## config.mk

```make
export PLATFORM = sky130hd
export DESIGN_NAME = serial_word_rx_flat
export DESIGN_NICKNAME = d
export VERILOG_FILES = /design/src/rtl/serial_word_rx_if.sv /design/src/rtl/serial_word_rx.sv /design/src/flat_wrapper.sv
export SDC_FILE = /design/constraint.sdc
export NUM_CORES = 1
export LEC_CHECK = 0
export CORE_UTILIZATION = 57
export CTS_CLUSTER_SIZE = 30
export DETAILED_ROUTE_END_ITERATION = 6
export GPL_ROUTABILITY_DRIVEN = 0
export PLACE_DENSITY = 0.83
export SLEW_MARGIN = 20
export SYNTH_ARGS = -nofsm -noshare
export SYNTH_HDL_FRONTEND = slang
export SYNTH_SLANG_ARGS = --single-unit
```

## constraint.sdc

```tcl
create_clock -name clk -period 3.2 [get_ports clk]
set_clock_uncertainty 0.15 [all_clocks]
set_input_delay 0.8 -clock clk [delete_from_list [all_inputs] [get_ports clk]]
set_output_delay 0.8 -clock clk [all_outputs]
set_load 0.01 [all_outputs]
```

## src/rtl/serial_word_rx_if.sv

```systemverilog
// Serial-in / word-out bundle for serial_word_rx.
// master = stimulus/consumer side, slave = receiver.
interface serial_word_rx_if #(
    parameter int N = 8
);
    logic         Sin_valid;
    logic         Sin;
    logic [N-1:0] Dout;
    logic         Dout_valid;
    logic         Dout_ready;
    logic         ParityErr;
    logic         FrameErr;
    logic         Overrun;
    logic         Busy;

    modport master (
        output Sin_valid, Sin, Dout_ready,
        input  Dout, Dout_valid, ParityErr,
        input  FrameErr, Overrun, Busy
    );

    modport slave (
        input  Sin_valid, Sin, Dout_ready,
        output Dout, Dout_valid, ParityErr,
        output FrameErr, Overrun, Busy
    );
endinterface

```

## src/rtl/serial_word_rx.sv

```systemverilog
// Framed serial receiver: start, N data bits MSB first,
// optional even parity, stop; words out on valid/ready.
module serial_word_rx #(
    parameter int N         = 8,
    parameter bit PARITY_EN = 1'b1
) (
    input logic            clk,
    input logic            reset_n,
    serial_word_rx_if.slave bus
);
    localparam int CW = $clog2(N + 1);

    typedef enum logic [1:0] {
        IDLE,
        DATA,
        PARITY,
        STOP
    } state_t;

    state_t         state_q, state_d;
    logic [CW-1:0]  cnt_q, cnt_d;
    logic [N-1:0]   asm_q, asm_d;
    logic           perr_q, perr_d;
    logic [N-1:0]   dout_q, dout_d;
    logic           dval_q, dval_d;
    logic           derr_q, derr_d;
    logic           ferr_q, ferr_d;
    logic           ovr_q, ovr_d;
    logic           done;

    // Frame FSM: advances only on bit strobes.
    always_comb begin
        state_d = state_q;
        cnt_d   = cnt_q;
        asm_d   = asm_q;
        perr_d  = perr_q;
        ferr_d  = 1'b0;
        done    = 1'b0;
        if (bus.Sin_valid) begin
            unique case (state_q)
                IDLE: begin
                    if (!bus.Sin) begin
                        state_d = DATA;
                        cnt_d   = '0;
                    end
                end
                DATA: begin
                    asm_d = {asm_q[N-2:0], bus.Sin};
                    cnt_d = cnt_q + CW'(1);
                    if (cnt_q == CW'(N - 1)) begin
                        state_d = PARITY_EN ? PARITY : STOP;
                    end
                end
                PARITY: begin
                    perr_d  = (^asm_q) ^ bus.Sin;
                    state_d = STOP;
                end
                STOP: begin
                    state_d = IDLE;
                    if (bus.Sin) begin
                        done = 1'b1;
                    end else begin
                        ferr_d = 1'b1;
                    end
                end
            endcase
        end
    end

    // Output register: load on completion unless full and held.
    always_comb begin
        dout_d = dout_q;
        derr_d = derr_q;
        dval_d = dval_q;
        ovr_d  = 1'b0;
        if (dval_q && bus.Dout_ready) begin
            dval_d = 1'b0;
        end
        if (done) begin
            if (!dval_q || bus.Dout_ready) begin
                dout_d = asm_q;
                derr_d = PARITY_EN ? perr_q : 1'b0;
                dval_d = 1'b1;
            end else begin
                ovr_d = 1'b1;
            end
        end
    end

    // State and output registers.
    always_ff @(posedge clk or negedge reset_n) begin
        if (!reset_n) begin
            state_q <= IDLE;
            cnt_q   <= '0;
            asm_q   <= '0;
            perr_q  <= 1'b0;
            dout_q  <= '0;
            dval_q  <= 1'b0;
            derr_q  <= 1'b0;
            ferr_q  <= 1'b0;
            ovr_q   <= 1'b0;
        end else begin
            state_q <= state_d;
            cnt_q   <= cnt_d;
            asm_q   <= asm_d;
            perr_q  <= perr_d;
            dout_q  <= dout_d;
            dval_q  <= dval_d;
            derr_q  <= derr_d;
            ferr_q  <= ferr_d;
            ovr_q   <= ovr_d;
        end
    end

    assign bus.Dout       = dout_q;
    assign bus.Dout_valid = dval_q;
    assign bus.ParityErr  = derr_q;
    assign bus.FrameErr   = ferr_q;
    assign bus.Overrun    = ovr_q;
    assign bus.Busy       = (state_q != IDLE);
endmodule

```

## src/flat_wrapper.sv

```systemverilog
// flat-port wrapper written by rule: the top's interface ports become plain ports
module serial_word_rx_flat 
#(
    parameter int N         = 8,
    parameter bit PARITY_EN = 1'b1
)
  (clk, reset_n, bus_Sin_valid, bus_Sin, bus_Dout_ready, bus_Dout, bus_Dout_valid, bus_ParityErr, bus_FrameErr, bus_Overrun, bus_Busy);
  serial_word_rx_if #(.N(N)) bus_i ();
  input logic clk;
  input logic reset_n;
  input wire logic [$bits(bus_i.Sin_valid)-1:0] bus_Sin_valid;
  input wire logic [$bits(bus_i.Sin)-1:0] bus_Sin;
  input wire logic [$bits(bus_i.Dout_ready)-1:0] bus_Dout_ready;
  output wire logic [$bits(bus_i.Dout)-1:0] bus_Dout;
  output wire logic [$bits(bus_i.Dout_valid)-1:0] bus_Dout_valid;
  output wire logic [$bits(bus_i.ParityErr)-1:0] bus_ParityErr;
  output wire logic [$bits(bus_i.FrameErr)-1:0] bus_FrameErr;
  output wire logic [$bits(bus_i.Overrun)-1:0] bus_Overrun;
  output wire logic [$bits(bus_i.Busy)-1:0] bus_Busy;
  assign bus_i.Sin_valid = bus_Sin_valid;
  assign bus_i.Sin = bus_Sin;
  assign bus_i.Dout_ready = bus_Dout_ready;
  assign bus_Dout = bus_i.Dout;
  assign bus_Dout_valid = bus_i.Dout_valid;
  assign bus_ParityErr = bus_i.ParityErr;
  assign bus_FrameErr = bus_i.FrameErr;
  assign bus_Overrun = bus_i.Overrun;
  assign bus_Busy = bus_i.Busy;
  serial_word_rx #(.N(N), .PARITY_EN(PARITY_EN)) u_core (.clk(clk), .reset_n(reset_n), .bus(bus_i));
endmodule
```

==> results of run 1 <==
[layer usage]
metal / share of wire, % / vias to the layer above / GRT usage [%]
met2: 48 / 35 / 35.8
met5: 0 / - / 0
met1: 43 / 440 / 30.5
li1: - / 406 / -
met3: 6.1 / 7 / 4.94
met4: 2.5 / 0 / 10.5
[metrics by stage]
stage	std cells	power [mW]	worst slack [ns]	area, sq um
after CTS	153	1.52	0.476	1520
final	153	1.51	0.456	1520
after detailed placement	149	1.37	0.593	1490
after floorplan	107	1.12	1.27	1300
after global routing	153	1.62	0.367	1520
after global placement	149	1.32	0.666	1490
[sequential cells by signal (all words and copies together), names as in the netlist]
signal	flops
u_core.state_q	2
u_core.bus.FrameErr	1
u_core.bus.Dout_valid	1
u_core.bus.Overrun	1
u_core.bus.Dout	8
u_core.perr_q	1
u_core.asm_q	8
u_core.bus.ParityErr	1
u_core.cnt_q	4
[cells in the final DEF, fill, tap and decap left out, drive strengths merged]
cell           instances
nor2b                  3
clkinv                 1
clkbuf                 3
nand3                  3
ha                     5
nand4                  1
o311ai                 1
a21oi                  3
o31a                   1
o21ai                  5
xnor2                  4
xor2                   2
nand2b                 2
nor3b                  1
xnor3                  1
a221o                  1
buf                    2
nand2                 10
nor2                   4
or3                    1
a32oi                  1
clkdlybuf4s50         17
inv                    6
mux2                  20
o32a                   1
dfrtp                 27
[worst register-to-register path, delay by kind of cell, from the launching register on]
kind	cells	cell delay, ns
DFF	1	0.44
and+or+nand+nor	2	0.62
AOI/OAI and AO/OA	2	0.32
buffers and inverters	1	0.09
adders and majority gates	1	0.35
[kinds of logic after synthesis]
family | synth area share (%)
AOI/OAI and AO/OA | 6.66
and+or+nand+nor | 9.36
DFF | 52.1
buffers and inverters | 3.86
muxes | 17.4
xor gates and xnor gates | 5.79
adders and majority gates | 4.83
[worst max path at each step]
stage                                           to                          start  cells past startpoint  slack [ns]
floorplan           u_core.bus.Dout[0]$_DFFE_PN0P_                        bus_Sin                      5        1.27
global placement    u_core.bus.Dout[2]$_DFFE_PN0P_                  bus_Sin_valid                      5        0.67
detailed placement  u_core.bus.Dout[6]$_DFFE_PN0P_                        bus_Sin                      5        0.59
CTS                                       bus_Busy  u_core.state_q[0]$_DFFE_PN0P_                      4        0.48
global route                              bus_Busy  u_core.state_q[0]$_DFFE_PN0P_                      4        0.37
finish                                    bus_Busy  u_core.state_q[0]$_DFFE_PN0P_                      4        0.46
[final cells by class]
type | count | area, sq um
fill | 141 | 527
clock buffer | 3 | 22.5
timing repair buffer | 19 | 185
multi-input combinational | 70 | 571
tap | 27 | 33.8
sequential | 27 | 676
inverter | 6 | 22.5
clock inverter | 1 | 5.00
[power breakdown]
part / total (mW) / switching (mW) / internal, mW
Combinational: 0.746 / 0.316 / 0.431
Sequential: 0.621 / 0.133 / 0.488
Clock: 0.146 / 0.0987 / 0.0470
Total: 1.51 / 0.547 / 0.965
==> impl_metrics.py, run 1 <==
metrics = {
    "sta": {
        "drv_slew": 0,
        "setup_violations": 0,
        "timing.hold.ws_ns": 0.377,
        "rsz0062_at_grt": "false",
        "finalWorstPathRequiredPeriod_ns": 2.74,
        "max_freq_mhz": 364,
        "worstMarginPinSlew_ns": 0.334,
        "fin_crit_sh_pct": 85.8,
        "setup_tns_ns": 0,
        "slew_headroom_pct": 77.7,
        "hold_violations": 0,
    },
    "place": {
        "hpwl_um": 1820,
        "port_buffers": 17,
    },
    "min_path": {
        "hold_end": "u_core.bus.Dout[5]$_DFFE_PN0P_",
        "hold_depth": 1,
        "worstHoldStart": "u_core.bus.Dout[5]$_DFFE_PN0P_",
        "hold_class": "reg2reg",
    },
    "grt": {
        "grt_pass1_vias": 891,
        "grt_max_degree": 28,
        "grt_use_total_pct": 22.9,
        "grt_overflow_total": 0,
        "antenna_found_initial": 0,
        "grt_pass1_wl_um": 4120,
    },
    "layout": {
        "antenna-diode-count": 0,
        "nets": 137,
        "final_util_pct": 74.2,
        "area_delta_synth_final_pct": 16.9,
        "drive_gt1_share_pct": 21.4,
    },
    "worst_setup_path": {
        "cp_num_buf_inv": 3,
        "cp_cell_sequence": "inv_1, ha_1, inv_1, clkdlybuf4s50_1",
        "crit_family": "buffers and inverters",
        "crit_fanout": 6,
        "r2r_slack_ns": 1.18,
        "max_stage_delay_ns": 0.55,
        "worstPathRequired_ns": 2.25,
        "reg2reg_to": "u_core.cnt_q[2]$_DFFE_PN0P_",
        "rr_worst_depth": 6,
        "cp-start-kind": "register",
        "critPathArrivalTime_ns": 1.79,
        "timing.rr.start": "u_core.state_q[1]$_DFFE_PN0P_",
        "critPathKind": "reg2out",
        "cpMaxStageDelayCell": "clkdlybuf4s50_1",
        "end_kind": "output pin",
        "crit_top_cell": "inv_1",
    },
    "route": {
        "drt-pass1-iter-count": 4,
        "vias_per_cell": 5.80,
        "vias": 888,
        "route.detailed.drc": 0,
        "routed_wl_um": 2410,
        "dr.first_iter.drc_count": 18,
        "ant_nets": 0,
        "wl_per_cell_um": 15.8,
    },
    "floorplan": {
        "row_count": 16,
        "coreArea_sq_um": 2040,
        "die_x_um": 49.7,
        "die_area_sq_um": 2470,
        "initial_utilization_pct": 63.5,
        "dieHeight_um": 49.7,
        "ioPinCount": 18,
    },
    "clocking": {
        "clk_pin_slew_ns": 0.14,
        "ctsHoldBuffers": 0,
        "cts_tree": "built",
        "insertion_delay_ns": 0.33,
        "cts_setup_buffers": 0,
        "clkSinkCount": 27,
        "clockBufferDepth": 2,
        "post_cts_resized": 0,
        "cts_root_buffer": "clkbuf_4",
        "numCtsBuffers": 3,
        "htreeDepth": 1,
    },
    "synth": {
        "ys_seq_area_share_pct": 52.1,
        "synthTopCellsByCount": "dfrtp_1, mux2_2, nand2_1",
        "synth_top_cell_area_share_pct": 52.1,
        "ys.flop_type": "dfrtp_1",
        "synth_cells": 107,
        "syn_area_per_cell_sq_um": 12.1,
        "yosys_warnings": 0,
        "synth_nets": 117,
        "ys_seq_elements": 27,
        "ys_types": 26,
        "synth_area_sq_um": 1300,
        "synth_largest_area_cell": "dfrtp_1",
        "synth.top_cells.by_area": "dfrtp_1, mux2_2, ha_1, xnor2_1, nand2_1",
        "yosysMostFrequentCell": "dfrtp_1",
        "synth_edf_count": 0,
        "ys_async_sr_fraction_pct": 100,
    },
    "power": {
        "static-leakage-power_nw": 0.690,
        "max-vdd-ir-drop_mv": 0.625,
        "pwr_density_cell_nw_per_um2": 998,
    },
    "job": {
        "maxCapViolCount": 0,
    },
    "run_status": {
        "status": "finished clean",
    },
}
No activity file was read; power rests on OpenSTA's default activity.
==> inputs of run 2 (changes only) <==
--- a/config.mk
+++ b/config.mk
@@ -5,6 +5,7 @@
 export SDC_FILE = /design/constraint.sdc
 export NUM_CORES = 1
 export LEC_CHECK = 0
+export CAP_MARGIN = 20
 export CORE_UTILIZATION = 57
 export CTS_CLUSTER_SIZE = 30
 export DETAILED_ROUTE_END_ITERATION = 6
==> constraint.sdc (replaced) <==
create_clock -name clk -period 3.2 [get_ports clk]
set_clock_uncertainty 0.15 [all_clocks]
set_input_delay 0.48 -clock clk [delete_from_list [all_inputs] [get_ports clk]]
set_output_delay 0.48 -clock clk [all_outputs]
set_load 0.01 [all_outputs]
==> run 2 against run 1 <==
Effect of this change: non-clock buffer count unchanged; wire length decreased by 9.9%; sequential share of layout area decreased by 0.074 points; largest cell class unchanged; total power decreased by 1.0%.
==> impl_metrics.py, run 2 (same netlist as run 1, synthesis figures left out) <==
metrics = {
    "grt": {
        "grt_pass1_vias": 811,
        "grt_max_degree": 28,
        "grt_pass1_wl_um": 3640,
        "antenna_found_initial": 0,
        "grt_overflow_total": 0,
        "grt_use_total_pct": 19.8,
    },
    "clocking": {
        "clkSinkCount": 27,
        "post_cts_resized": 0,
        "ctsHoldBuffers": 0,
        "htreeDepth": 1,
        "cts_setup_buffers": 0,
        "cts_root_buffer": "clkbuf_4",
        "insertion_delay_ns": 0.33,
        "clk_pin_slew_ns": 0.15,
        "cts_tree": "built",
        "clockBufferDepth": 2,
        "numCtsBuffers": 3,
    },
    "place": {
        "hpwl_um": 1600,
        "post-place-cells": 149,
        "port_buffers": 17,
    },
    "floorplan": {
        "die_area_sq_um": 2470,
        "die_x_um": 49.7,
        "coreArea_sq_um": 2040,
        "initial_utilization_pct": 63.5,
        "dieHeight_um": 49.7,
        "row_count": 16,
        "ioPinCount": 18,
    },
    "layout": {
        "fillCellCount": 150,
        "fin_cells": 153,
        "antenna-diode-count": 0,
        "final_cell_mix": "dfrtp_1, mux2_2, clkdlybuf4s50_1",
        "mostFrequentLayoutCell": "dfrtp_1",
        "area_delta_synth_final_pct": 17.1,
        "nets": 137,
        "drive_gt1_share_pct": 21.4,
    },
    "sta": {
        "worstMarginPinSlew_ns": 0.330,
        "drv_slew": 0,
        "slew_headroom_pct": 78.0,
        "rsz0062_at_grt": "false",
        "finalWorstPathRequiredPeriod_ns": 2.42,
        "fin_crit_sh_pct": 75.6,
        "hold_violations": 0,
        "setup_tns_ns": 0,
        "setup_violations": 0,
        "timing.hold.ws_ns": 0.339,
        "max_freq_mhz": 413,
    },
    "power": {
        "pwr_density_cell_nw_per_um2": 987,
        "static-leakage-power_nw": 0.687,
        "max-vdd-ir-drop_mv": 0.681,
    },
    "min_path": {
        "hold_class": "in2async",
    },
    "worst_setup_path": {
        "crit_fanout": 6,
        "critPathKind": "reg2out",
        "reg2reg_to": "u_core.cnt_q[2]$_DFFE_PN0P_",
        "end_kind": "output pin",
        "critPathArrivalTime_ns": 1.79,
        "worstPathRequired_ns": 2.57,
        "rr_worst_depth": 6,
        "r2r_slack_ns": 1.28,
        "cp-start-kind": "register",
        "crit_start": "u_core.state_q[0]$_DFFE_PN0P_",
        "timing.rr.start": "u_core.state_q[1]$_DFFE_PN0P_",
    },
    "route": {
        "wl_met2_um": 1060,
        "wl_per_cell_um": 14.2,
        "dr.first_iter.drc_count": 23,
        "vias": 837,
        "routed_wl_um": 2170,
        "wl_met1_um": 985,
        "ant_nets": 0,
        "vias_per_cell": 5.47,
        "wl_met3_um": 104,
        "route.detailed.drc": 0,
        "top_layer_used": "met4",
        "drt-pass1-iter-count": 4,
    },
    "run_status": {
        "status": "finished clean",
    },
    "job": {
        "maxCapViolCount": 0,
    },
}
[run 2: cell count changes in the layout (fill, tap and decap cells not counted), sizes merged]
cell      before  now
clkinv         1    0
clkinvlp       0    1
[run 2: final cells by class]
class	instances	area (sq um)	share of cell area (%)
Clock buffer	3	22.5	1.48
Clock inverter	1	7.51	0.495
Inverter	6	22.5	1.48
Multi-Input combinational cell	70	571	37.6
Sequential cell	27	676	44.5
Tap cell	27	33.8	2.23
Timing Repair Buffer	19	185	12.2
[run 2: worst max path at each step]
stage                                           to  cells past startpoint
finish                                    bus_Busy                      4
global route                              bus_Busy                      4
CTS                                       bus_Busy                      4
detailed placement  u_core.bus.Dout[3]$_DFFE_PN0P_                      5
global placement    u_core.bus.Dout[2]$_DFFE_PN0P_                      5
floorplan            u_core.state_q[1]$_DFFE_PN0P_                      5
[run 2: critical path, stage by stage (launching register included)]
cell	delay [ns]
dfrtp_1	0.43
inv_1	0.08
ha_1	0.27
inv_1	0.13
clkdlybuf4s50_1	0.54
[run 2: power breakdown]
group	switching, mW	total, mW	internal (mW)	leakage (nW)
Combinational	0.298	0.727	0.429	0.336
Sequential	0.132	0.619	0.488	0.337
Clock	0.103	0.151	0.0479	0.0139
[run 2: per-stage QoR]
stage	utilization [%]	worst slack, ns	area, sq um	total power, mW
6_report	74.3	0.781	1520	1.50
5_1_grt	74.3	0.728	1520	1.62
4_1_cts	74.3	0.792	1520	1.51
3_5_place_dp	72.9	0.941	1490	1.36
3_3_place_gp	72.9	0.985	1490	1.31
2_1_floorplan	-	1.57	1300	1.12
[run 2: per-layer routing]
| metal | up-vias | track usage (%) |
|---|---|---|
| li1 | 409 | - |
| met1 | 403 | 27.1 |
| met2 | 23 | 32.0 |
| met3 | 2 | 4.01 |
| met4 | 0 | 5.71 |
| met5 | - | 0 |
==> inputs of run 3 (changes only) <==
--- a/config.mk
+++ b/config.mk
@@ -6,11 +6,11 @@
 export NUM_CORES = 1
 export LEC_CHECK = 0
 export CAP_MARGIN = 20
-export CORE_UTILIZATION = 57
+export CORE_UTILIZATION = 53
 export CTS_CLUSTER_SIZE = 30
 export DETAILED_ROUTE_END_ITERATION = 6
 export GPL_ROUTABILITY_DRIVEN = 0
-export PLACE_DENSITY = 0.83
+export PLACE_DENSITY = 0.78
 export SLEW_MARGIN = 20
 export SYNTH_ARGS = -nofsm -noshare
 export SYNTH_HDL_FRONTEND = slang
==> constraint.sdc (replaced) <==
create_clock -name clk -period 2.4 [get_ports clk]
set_clock_uncertainty 0.15 [all_clocks]
set_input_delay 0.36 -clock clk [delete_from_list [all_inputs] [get_ports clk]]
set_output_delay 0.36 -clock clk [all_outputs]
set_load 0.01 [all_outputs]
==> run 3 against run 2 <==
Effect of this change: via count decreased by 0.24%; global-route usage decreased by 0.27 points; non-clock buffer count increased by 1; largest cell class unchanged; highest routed layer unchanged.
==> impl_metrics.py, run 3 (same netlist as run 1, synthesis figures left out) <==
metrics = {
    "run_status": {
        "status": "finished clean",
    },
    "layout": {
        "fin_cells": 155,
        "antenna-diode-count": 0,
        "multi_input_area_sq_um": 571,
        "final_cell_mix": "dfrtp_1, mux2_2, clkdlybuf4s50_1",
        "regArea_sq_um": 676,
        "area_delta_synth_final_pct": 17.5,
        "mostFrequentLayoutCell": "dfrtp_1",
        "fillCellCount": 181,
        "nets": 138,
        "drive_gt1_share_pct": 21.3,
    },
    "route": {
        "drt-pass1-iter-count": 4,
        "routed_wl_um": 2250,
        "wl_per_cell_um": 14.5,
        "vias_per_cell": 5.39,
        "ant_nets": 0,
        "wl_met2_um": 1030,
        "dr.first_iter.drc_count": 10,
        "wl_met1_um": 1140,
        "route.detailed.drc": 0,
        "wl_met3_um": 63,
        "top_layer_used": "met4",
        "vias": 835,
    },
    "power": {
        "internal_power_mw": 1.29,
        "switchingPower_uw": 706,
        "max-vdd-ir-drop_mv": 0.939,
        "static-leakage-power_nw": 0.692,
        "swShare_pct": 35.4,
        "p_seq_share_pct": 41.2,
        "pwr_density_cell_nw_per_um2": 1310,
        "combPwrFrac_pct": 48.9,
        "clkPwrFrac_pct": 10.0,
    },
    "sta": {
        "finalWorstPathRequiredPeriod_ns": 2.30,
        "drv_slew": 0,
        "setup_tns_ns": 0,
        "fin_ws_ns": 0.102,
        "fin_crit_sh_pct": 95.7,
        "rsz0062_at_grt": "false",
        "setup_violations": 0,
        "slew_headroom_pct": 77.0,
        "max_freq_mhz": 435,
        "hold_violations": 0,
        "worstMarginPinSlew_ns": 0.344,
    },
    "worst_setup_path": {
        "max_stage_delay_ns": 0.54,
        "r2r_slack_ns": 0.44,
        "cpMaxStageDelayCell": "clkdlybuf4s50_1",
        "reg2reg_to": "u_core.cnt_q[2]$_DFFE_PN0P_",
        "worstPathRequired_ns": 1.89,
        "rr_worst_depth": 6,
        "crit_top_cell": "inv_1",
        "timing.rr.start": "u_core.state_q[1]$_DFFE_PN0P_",
        "critPathArrivalTime_ns": 1.79,
        "critPathKind": "reg2out",
        "cp-start-kind": "register",
        "crit_fanout": 6,
        "end_kind": "output pin",
        "crit_start": "u_core.state_q[0]$_DFFE_PN0P_",
        "endpoint": "bus_Busy",
        "cp_cell_sequence": "inv_1, ha_1, inv_1, clkdlybuf4s50_1",
        "cp_num_buf_inv": 3,
        "path_depth": 4,
        "crit_family": "buffers and inverters",
    },
    "clocking": {
        "post_cts_resized": 0,
        "ctsHoldBuffers": 0,
        "cts_setup_buffers": 0,
        "clk_pin_slew_ns": 0.15,
        "insertion_delay_ns": 0.32,
        "cts_tree": "built",
        "numCtsBuffers": 3,
        "cts_root_buffer": "clkbuf_4",
        "clkSinkCount": 27,
        "clockBufferDepth": 2,
        "htreeDepth": 1,
    },
    "grt": {
        "grt_max_degree": 28,
        "grt_pass1_vias": 848,
        "grt_pass1_wl_um": 3760,
        "antenna_found_initial": 0,
        "grt_overflow_total": 0,
        "grt_use_total_pct": 19.6,
    },
    "floorplan": {
        "coreArea_sq_um": 2250,
        "die_x_um": 51.5,
        "row_count": 17,
        "initial_utilization_pct": 57.5,
        "ioPinCount": 18,
        "dieHeight_um": 51.5,
        "die_area_sq_um": 2650,
    },
    "place": {
        "dp_slack_ns": 0.301,
        "post-place-cells": 151,
        "hpwl_um": 1610,
        "port_buffers": 17,
    },
    "min_path": {
        "hold_class": "in2async",
    },
    "job": {
        "maxCapViolCount": 0,
    },
}
-- run 3: area by class of cell --
class,instances,share of cell area (%)
well taps,28,2.30
flip-flops and latches,27,44.4
clock buffers,4,1.73
inverters,6,1.48
multi-input cells,70,37.5
repair buffers,20,12.7
-- run 3: per-stage QoR --
| stage | util [%] | total power, mW | area, sq um | hold slack (ns) |
|---|---|---|---|---|
| 6_report | 67.5 | 1.99 | 1520 | 0.246 |
| 4_1_cts | 67.5 | 2.00 | 1520 | 0.257 |
| 5_1_grt | 67.5 | 2.13 | 1520 | 0.283 |
| 2_1_floorplan | - | 1.49 | 1300 | -0.0856 |
| 3_3_place_gp | 66.4 | 1.76 | 1500 | 0.314 |
| 3_5_place_dp | 66.4 | 1.81 | 1500 | 0.326 |
-- run 3: how the worst min path moves through the flow --
| stage | start | endpoint | cells past startpoint |
|---|---|---|---|
| floorplan | reset_n | u_core.asm_q[0]$_DFFE_PN0P_ | 0 |
| global route | reset_n | u_core.state_q[1]$_DFFE_PN0P_ | 2 |
| global placement | u_core.perr_q$_DFFE_PN0P_ | u_core.perr_q$_DFFE_PN0P_ | 2 |
| finish | reset_n | u_core.state_q[1]$_DFFE_PN0P_ | 2 |
| CTS | reset_n | u_core.bus.Dout[7]$_DFFE_PN0P_ | 2 |
| detailed placement | u_core.perr_q$_DFFE_PN0P_ | u_core.perr_q$_DFFE_PN0P_ | 2 |
-- run 3: power groups by stage --
stage	Sequential, mW	Combinational, mW	Clock, mW
floorplan	0.826	0.668	0
global placement	0.819	0.940	0
detailed placement	0.831	0.975	0
CTS	0.819	0.980	0.198
global route	0.854	1.06	0.215
finish	0.821	0.974	0.199
-- run 3: routing by layer --
| metal | GRT usage (%) | up-vias |
|---|---|---|
| met5 | 0 | - |
| met4 | 7.66 | 0 |
| met3 | 3.57 | 2 |
| met2 | 31.6 | 17 |
| met1 | 26.0 | 407 |
| li1 | - | 409 |
